`src/rtl/elevator_scheduler.sv`:
```
// Eight-floor elevator car scheduler using SCAN ordering: it keeps moving one way while
// calls remain ahead, then reverses. Floor travel and door dwell are timed in enabled ticks.
module elevator_scheduler #(
  parameter int FLOOR_TICKS = 16,
  parameter int DOOR_TICKS  = 8
) (
  input  logic       clk,
  input  logic       rst,
  input  logic       en,
  input  logic [7:0] req,
  output logic [7:0] destination,
  output logic [1:0] sim_state,
  output logic [2:0] current_floor
);

  // state       | meaning
  // ST_IDLE     | parked, evaluating pending calls every cycle
  // ST_UP       | travelling toward a higher floor
  // ST_DOWN     | travelling toward a lower floor
  // ST_DOOR     | door open at current_floor, dwell timer running
  localparam logic [1:0] ST_IDLE = 2'b00;
  localparam logic [1:0] ST_UP   = 2'b01;
  localparam logic [1:0] ST_DOWN = 2'b10;
  localparam logic [1:0] ST_DOOR = 2'b11;

  localparam int TICK_MAX = (FLOOR_TICKS > DOOR_TICKS) ? FLOOR_TICKS : DOOR_TICKS;
  localparam int TW       = (TICK_MAX > 1) ? $clog2(TICK_MAX) : 1;
  localparam logic [TW-1:0] FLOOR_LAST = TW'(FLOOR_TICKS - 1);
  localparam logic [TW-1:0] DOOR_LAST  = TW'(DOOR_TICKS - 1);

  logic [1:0]    r_state;
  logic [7:0]    r_dest;
  logic [2:0]    r_floor;
  logic          r_dir;
  logic [TW-1:0] r_travel_tmr;
  logic [TW-1:0] r_door_tmr;

  logic [1:0]    w_state_n;
  logic [7:0]    w_dest_n;
  logic [2:0]    w_floor_n;
  logic          w_dir_n;
  logic [TW-1:0] w_travel_n;
  logic [TW-1:0] w_door_n;

  logic [7:0] w_floor_onehot;
  logic [7:0] w_above_mask;
  logic [7:0] w_below_mask;
  logic       w_pend_up;
  logic       w_pend_dn;
  logic       w_ahead;
  logic       w_behind;
  logic [1:0] w_move_state;
  logic       w_move_dir;
  logic [2:0] w_step_floor;
  logic [7:0] w_step_onehot;
  logic       w_step_hit;
  logic       w_req_here;
  logic [7:0] w_set_mask;
  logic [7:0] w_clr_mask;

  assign w_floor_onehot = 8'd1 << r_floor;
  assign w_above_mask   = ~((8'd2 << r_floor) - 8'd1);
  assign w_below_mask   = (8'd1 << r_floor) - 8'd1;
  assign w_pend_up      = |(r_dest & w_above_mask);
  assign w_pend_dn      = |(r_dest & w_below_mask);
  assign w_ahead        = r_dir ? w_pend_up : w_pend_dn;
  assign w_behind       = r_dir ? w_pend_dn : w_pend_up;

  // Shared by IDLE and door expiry: keep going while calls lie ahead, else turn around.
  always_comb begin
    w_move_state = ST_IDLE;
    w_move_dir   = r_dir;
    if (w_ahead) begin
      w_move_state = r_dir ? ST_UP : ST_DOWN;
    end else if (w_behind) begin
      w_move_state = r_dir ? ST_DOWN : ST_UP;
      w_move_dir   = ~r_dir;
    end
  end

  assign w_step_floor  = (r_state == ST_UP) ? (r_floor + 3'd1) : (r_floor - 3'd1);
  assign w_step_onehot = 8'd1 << w_step_floor;
  // A call landing on the arrival edge still stops the car there.
  assign w_step_hit    = |((r_dest | req) & w_step_onehot);
  assign w_req_here    = |(req & w_floor_onehot);

  always_comb begin
    w_state_n  = r_state;
    w_floor_n  = r_floor;
    w_dir_n    = r_dir;
    w_travel_n = r_travel_tmr;
    w_door_n   = r_door_tmr;
    w_clr_mask = 8'h00;
    case (r_state)
      ST_IDLE: begin
        if (|(r_dest & w_floor_onehot)) begin
          w_state_n  = ST_DOOR;
          w_clr_mask = w_floor_onehot;
        end else begin
          w_state_n = w_move_state;
          w_dir_n   = w_move_dir;
        end
      end
      ST_UP, ST_DOWN: begin
        if (en) begin
          if (r_travel_tmr == FLOOR_LAST) begin
            w_floor_n  = w_step_floor;
            w_travel_n = '0;
            if (w_step_hit) begin
              w_state_n  = ST_DOOR;
              w_clr_mask = w_step_onehot;
            end
          end else begin
            w_travel_n = r_travel_tmr + 1'b1;
          end
        end
      end
      ST_DOOR: begin
        // A hall call at the open floor only extends the dwell, even with en low.
        if (w_req_here) begin
          w_door_n = '0;
        end else if (en) begin
          if (r_door_tmr == DOOR_LAST) begin
            w_state_n = w_move_state;
            w_dir_n   = w_move_dir;
          end else begin
            w_door_n = r_door_tmr + 1'b1;
          end
        end
      end
      default: w_state_n = ST_IDLE;
    endcase
    if (w_state_n != r_state) begin
      w_travel_n = '0;
      w_door_n   = '0;
    end
  end

  assign w_set_mask = (r_state == ST_DOOR) ? (req & ~w_floor_onehot) : req;
  assign w_dest_n   = (r_dest | w_set_mask) & ~w_clr_mask;

  always_ff @(posedge clk or posedge rst) begin
    if (rst) begin
      r_state      <= ST_IDLE;
      r_dest       <= 8'h00;
      r_floor      <= 3'd0;
      r_dir        <= 1'b1;
      r_travel_tmr <= '0;
      r_door_tmr   <= '0;
    end else begin
      r_state      <= w_state_n;
      r_dest       <= w_dest_n;
      r_floor      <= w_floor_n;
      r_dir        <= w_dir_n;
      r_travel_tmr <= w_travel_n;
      r_door_tmr   <= w_door_n;
    end
  end

  assign destination   = r_dest;
  assign sim_state     = r_state;
  assign current_floor = r_floor;

endmodule

```
`config.mk`:
```
export PLATFORM = sky130hd
export DESIGN_NAME = elevator_scheduler
export DESIGN_NICKNAME = d
export VERILOG_FILES = /design/src/rtl/elevator_scheduler.sv
export SDC_FILE = /design/constraint.sdc
export NUM_CORES = 1
export LEC_CHECK = 0
export CAP_MARGIN = 20
export CELL_PAD_IN_SITES_DETAIL_PLACEMENT = 0
export CELL_PAD_IN_SITES_GLOBAL_PLACEMENT = 1
export CORE_MARGIN = 5
export CORE_UTILIZATION = 45
export CTS_CLUSTER_DIAMETER = 100
export DETAILED_ROUTE_END_ITERATION = 7
export PLACE_DENSITY_LB_ADDON = 0.3
export SLEW_MARGIN = 5
export SYNTH_ARGS = -nofsm -noshare
export SYNTH_HDL_FRONTEND = slang
export SYNTH_SLANG_ARGS = --single-unit
```
`constraint.sdc`:
```
create_clock -name clk -period 5.55 [get_ports clk]
set_clock_uncertainty 0.1 [all_clocks]
set_input_delay 1.11 -clock clk [delete_from_list [all_inputs] [get_ports clk]]
set_output_delay 1.11 -clock clk [all_outputs]
set_load 0.01 [all_outputs]
```
==> impl_metrics.json, run 1 <==
{
  "status": "finished, final reports clean",
  "max-vdd-ir-drop_mv": 0.167,
  "cts_buffers": 3,
  "synth_flop_cell": "dfrtp_1",
  "netlist_top_cells_area": "dfrtp_1 27%, ha_1 7.6%, a21oi_1 6.8%",
  "syn_area_um2": 1980,
  "layout-drive-gt1-share_pct": 6.35,
  "period_share_pct": 70.5,
  "clockBufferDepth": 2,
  "dieWidth_um": 76.3,
  "portBuffers": 23,
  "met3WireLength_um": 166,
  "yosysSeqAreaShare_pct": 27.9,
  "crit_path_max_fanout": 24,
  "fmax_mhz": 256,
  "place_inst": 300,
  "viasPerCell": 6.14,
  "hold_class": "flop to flop",
  "wl_per_cell_um": 17.8,
  "synth-compound-area-share_pct": 27.8,
  "syn-num-nets": 260,
  "vias": 1866,
  "hold_viol": 0,
  "path_cells": "nor3b_1 > inv_1 > ha_1 > or4b_4 > nand4_1 > nand4_1 > or2_1 > a21boi_0 > o22ai_1 > nor4b_1",
  "drv_cap": 0,
  "ant_nets": 0,
  "syn-mean-instance-area_um2": 8.38,
  "hpwl_mm": 3.89,
  "dr.first_iter.drc_count": 136,
  "ctsHtreeMaxLevel": 1,
  "die_h_um": 76.3,
  "seqCellArea_um2": 552,
  "synth.mux.area_fraction_pct": 5.06,
  "fin_nets": 277,
  "fin_crit_ns": 3.91,
  "synth_top_area_share_pct": 26.6,
  "place.gp.congestion": 0.857,
  "syn_inst": 236,
  "grt_max_degree": 33,
  "die_area_um2": 5820,
  "post_cts_buffers": 0,
  "rsz0062_at_grt": "no",
  "crit_top_cell": "nand4_1",
  "grt-ovfl-total": 0,
  "finalSetupViolCount": 0,
  "drc_errors": 0,
  "path_class": "flop to flop",
  "crit_slowest_cell": "dfrtp_1",
  "synthDistinctLibCells": 61,
  "syn_to_final_growth_pct": 15.3,
  "worstPathArrival_ns": 3.98,
  "synthAdderAreaFrac_pct": 8.61,
  "end_kind": "flop",
  "grt_pass1_wl_mm": 9.06,
  "worstMarginPinSlew_ns": 1.05,
  "firstDrtPassIters": 4,
  "routed.top_layer": "met4",
  "grt_util_all_layers_pct": 18.6,
  "critPathMaxStageDelay_ns": 0.89,
  "clk_pin_slew_worst_paths_ns": 0.09,
  "wl_mm": 5.40,
  "power_density_nw_per_um2": 363,
  "core_um2": 4290,
  "n_antenna_cell": 0,
  "postCtsHoldBufs": 0,
  "slew_viol_final": 0,
  "stdcell_count": 304,
  "wl_met1_mm": 2.45,
  "cts_tree": "built",
  "synth-seq-cells": 22,
  "ctsRootBufferMaster": "clkbuf_8",
  "fillers": 424,
  "grt_pass1_vias": 1821,
  "synth-xor-area-share_pct": 3.10,
  "async_flop_share_pct": 100,
  "io_pins": 24,
  "multi_input_area_um2": 1300,
  "tns_ns": 0,
  "clkLatencyLatePin_ns": 0.27,
  "cts_sinks": 22,
  "antenna_found_initial": 0,
  "ctsResizeCount": 0,
  "initial_core_util_pct": 46.0,
  "slew_headroom_pct": 30.3,
  "final_core_util_pct": 53.1,
  "synth-edff-count": 0,
  "p_leak_uw": 0.000878,
  "rows": 24,
  "power_uw": 827,
  "wl_met2_mm": 2.71,
  "synth_top_area_cell": "dfrtp_1",
  "yosysWarnings": 0,
  "cp.required_ns": 5.62,
  "synth_top_family_by_area": "compound AO/OA/AOI/OAI gates",
  "cp-start-kind": "flop",
  "yosys.area_share.simple_pct": 21.1
}
layer usage:
layer | up-vias | track usage, %
met5 | - | 0
met4 | 0 | 5.24
met3 | 6 | 2.36
met2 | 30 | 31.9
met1 | 913 | 24.3
li1 | 917 | -
logic make-up after synthesis:
family	Yosys count
and+or+nand+nor	75
buffers and inverters	27
muxes	9
DFF	22
adders and majority gates	13
xor gates and xnor gates	7
AOI/OAI and AO/OA	83
flip-flops by register name, summed over array words and instances (netlist names):
register and flops:
destination 8, r_travel_tmr 4, sim_state 2, current_floor 3, r_dir 1, r_door_tmr 4
where the power goes:
group | internal (µW) | switching, µW
clock | 96.4 | 57.9
sequential | 186 | 95.4
combinational | 187 | 204
worst paths after layout:
path	slack, ns	cells past startpoint	endpoint	start
setup / recovery	1.64	10	r_door_tmr[2]	current_floor[0]
hold / removal	0.42	2	r_dir	r_dir
setup reg to reg	1.64	10	r_door_tmr[2]	current_floor[0]
hold reg to reg	0.42	2	r_dir	r_dir
max in group asynchronous	3.60	2	sim_state[1]	rst
min in group asynchronous	1.22	2	destination[5]	rst
cell usage in the layout (no fill, tap or decap), drive strengths merged, types with 3 or more instances in the layout:
cell type	n
xor2	3
nor2	10
inv	15
dfrtp	21
nor2b	3
a22o	5
mux2	5
mux2i	4
clkbuf	3
nand2	19
o22ai	4
nand4	8
nor4	6
a31oi	3
a221oi	3
o21ai	17
nor3b	3
nor3	5
nand3	6
and2	4
clkdlybuf4s50	23
o211ai	3
a21oi	27
ha	12
xnor2	4
worst max-delay path, delay by kind of cell, from the launching register on:
kind,cells,cell delay (ns)
AND/OR/NAND/NOR,6,1.95
flip-flops,1,0.89
AO/OA/AOI/OAI,2,0.44
adder cells (fa/ha/maj),1,0.32
buffers and inverters,1,0.09
cell type report:
cell class | count | share of cell area, %
flip-flops and latches | 22 | 24.2
multi-input cells | 187 | 57.1
well taps | 52 | 2.86
clock buffers | 3 | 1.81
inverters | 16 | 2.64
clock inverters | 1 | 1.32
repair buffers | 23 | 10.1
stage by stage:
stage | worst slack (ns) | area (µm²) | hold WS, ns
final | 1.64 | 2280 | 0.417
after global routing | 1.34 | 2280 | 0.442
after CTS | 1.67 | 2280 | 0.421
after detailed placement | 1.68 | 2210 | 0.408
after global placement | 1.69 | 2210 | 0.412
after floorplan | 2.36 | 1980 | 0.373
synthesized netlist by cell type (3+ instances only):
master / count
a21oi_1: 27
a221oi_1: 3
a22o_1: 5
a31oi_1: 3
and2_1: 4
buf_2: 4
clkbuf_1: 4
dfrtp_1: 21
ha_1: 12
inv_1: 15
mux2_2: 4
mux2i_1: 3
nand2_1: 19
nand3_1: 6
nand4_1: 8
nor2_1: 10
nor2b_1: 3
nor3_1: 4
nor3b_1: 3
nor4_1: 6
o211ai_1: 3
o21ai_0: 15
o22ai_1: 4
xnor2_1: 4
xor2_1: 3
Note: power is estimated with default switching activity, not from simulation.
==> inputs of run 2 (changes only) <==
- CORE_UTILIZATION: 45 -> 42
- clock period: 5.55 -> 3.6 ns (I/O delays scaled with it)
==> run 2 against run 1 <==
- global-route usage is 0.95 points higher
- total power is 62% higher
- first-iteration DRC count is 46% higher
- cell area is 3.0% higher
- largest cell class unchanged
- combinational power is 110% higher
- worst hold slack worse by 0.0079 ns
- clock power is 5% higher
- highest routed layer unchanged
==> impl_metrics.json, run 2 (synthesis results as in run 1) <==
{
  "status": "finished, final reports clean",
  "firstDrtPassIters": 4,
  "worstPathArrival_ns": 3.35,
  "dr.first_iter.drc_count": 198,
  "cts_tree": "built",
  "critical_path.startpoint": "sim_state[0]",
  "period_share_pct": 92.2,
  "n_antenna_cell": 0,
  "finalSetupViolCount": 0,
  "vias": 1981,
  "drc_errors": 0,
  "antenna_found_initial": 0,
  "fmax_mhz": 301,
  "core_um2": 4660,
  "syn_to_final_growth_pct": 18.7,
  "clockBufferDepth": 2,
  "grt_pass1_vias": 1864,
  "end_kind": "flop",
  "post_cts_buffers": 0,
  "largest_reg_flops": 8,
  "layout-drive-gt1-share_pct": 9.62,
  "cts_sinks": 22,
  "dieWidth_um": 78.6,
  "clkLatencyLatePin_ns": 0.26,
  "io_pins": 24,
  "hold_class": "flop to flop",
  "wl_mm": 5.75,
  "grt_util_all_layers_pct": 19.6,
  "die_area_um2": 6180,
  "portBuffers": 23,
  "max-vdd-ir-drop_mv": 0.292,
  "viasPerCell": 6.31,
  "hpwl_mm": 4.23,
  "drv_cap": 0,
  "ant_nets": 0,
  "slew_headroom_pct": 40.7,
  "initial_core_util_pct": 42.4,
  "postCtsHoldBufs": 0,
  "cts_buffers": 3,
  "ctsHtreeMaxLevel": 1,
  "ctsRootBufferMaster": "clkbuf_8",
  "grt_max_degree": 28,
  "power_uw": 1340,
  "hold_viol": 0,
  "final_core_util_pct": 50.3,
  "final_cell_mix": "27 x a21oi_1, 23 x clkdlybuf4s50_1, 21 x dfrtp_1, 19 x nand2_1",
  "power_density_nw_per_um2": 572,
  "tns_ns": 0,
  "path_class": "flop to flop",
  "crit_path_max_fanout": 8,
  "grt-ovfl-total": 0,
  "grt_pass1_wl_mm": 9.63,
  "die_h_um": 78.6,
  "rows": 25,
  "worstMarginPinSlew_ns": 0.888,
  "ctsResizeCount": 0,
  "wl_per_cell_um": 18.3,
  "final_common_cell": "a21oi_1",
  "p_leak_uw": 0.000915,
  "min-delay-start": "r_dir",
  "cp-start-kind": "flop",
  "fin_nets": 285,
  "clk_pin_slew_worst_paths_ns": 0.08,
  "place.gp.congestion": 0.860,
  "cp.required_ns": 3.63,
  "slew_viol_final": 0,
  "fin_crit_ns": 3.32,
  "reg2reg_from": "sim_state[0]",
  "rsz0062_at_grt": "no"
}
-- run 2: critical path, cell delays in order (launching register included) --
cell	delay (ns)
dfrtp_1	0.47
ha_1	0.24
inv_1	0.09
fa_1	0.38
xor2_1	0.28
xnor2_2	0.21
mux2i_4	0.36
o21ai_1	0.18
o221a_2	0.36
mux2i_2	0.42
nor4b_1	0.10
-- run 2: final timing paths --
path | end | cells past startpoint | slack, ns
setup / recovery | r_door_tmr[3] | 10 | 0.28
hold / removal | r_dir | 2 | 0.41
setup reg to reg | r_door_tmr[3] | 10 | 0.28
hold reg to reg | r_dir | 2 | 0.41
max in group asynchronous | current_floor[2] | 2 | 2.01
min in group asynchronous | current_floor[0] | 2 | 0.84
-- run 2: layer usage --
metal / vias up / global-route usage [%] / routed length [µm]
li1: 944 / - / -
met1: 975 / 26.8 / 2630
met2: 54 / 31.8 / 2780
met3: 8 / 2.18 / 259
met4: 0 / 6.64 / 82
met5: - / 0 / 0
-- run 2: power by group --
part	switching, µW	internal (µW)
Clock	82.3	78.9
Sequential	59.2	289
Combinational	470	363
-- run 2: area by class of cell --
cell class | count | area (µm²)
flip-flops and latches | 22 | 552
inverters | 16 | 60.1
clock buffers | 4 | 45.0
repair buffers | 31 | 290
well taps | 54 | 67.6
multi-input cells | 187 | 1330
fillers | 451 | 2310
-- run 2: stage by stage --
stage / hold slack [ns] / setup WS, ns / instances / instance area (µm²)
floorplan: 0.373 / 0.406 / 236 / 1980
global placement: 0.408 / 0.233 / 310 / 2270
detailed placement: 0.403 / 0.224 / 310 / 2270
CTS: 0.417 / 0.196 / 314 / 2310
global route: 0.447 / 0.0322 / 314 / 2350
finish: 0.409 / 0.282 / 314 / 2350
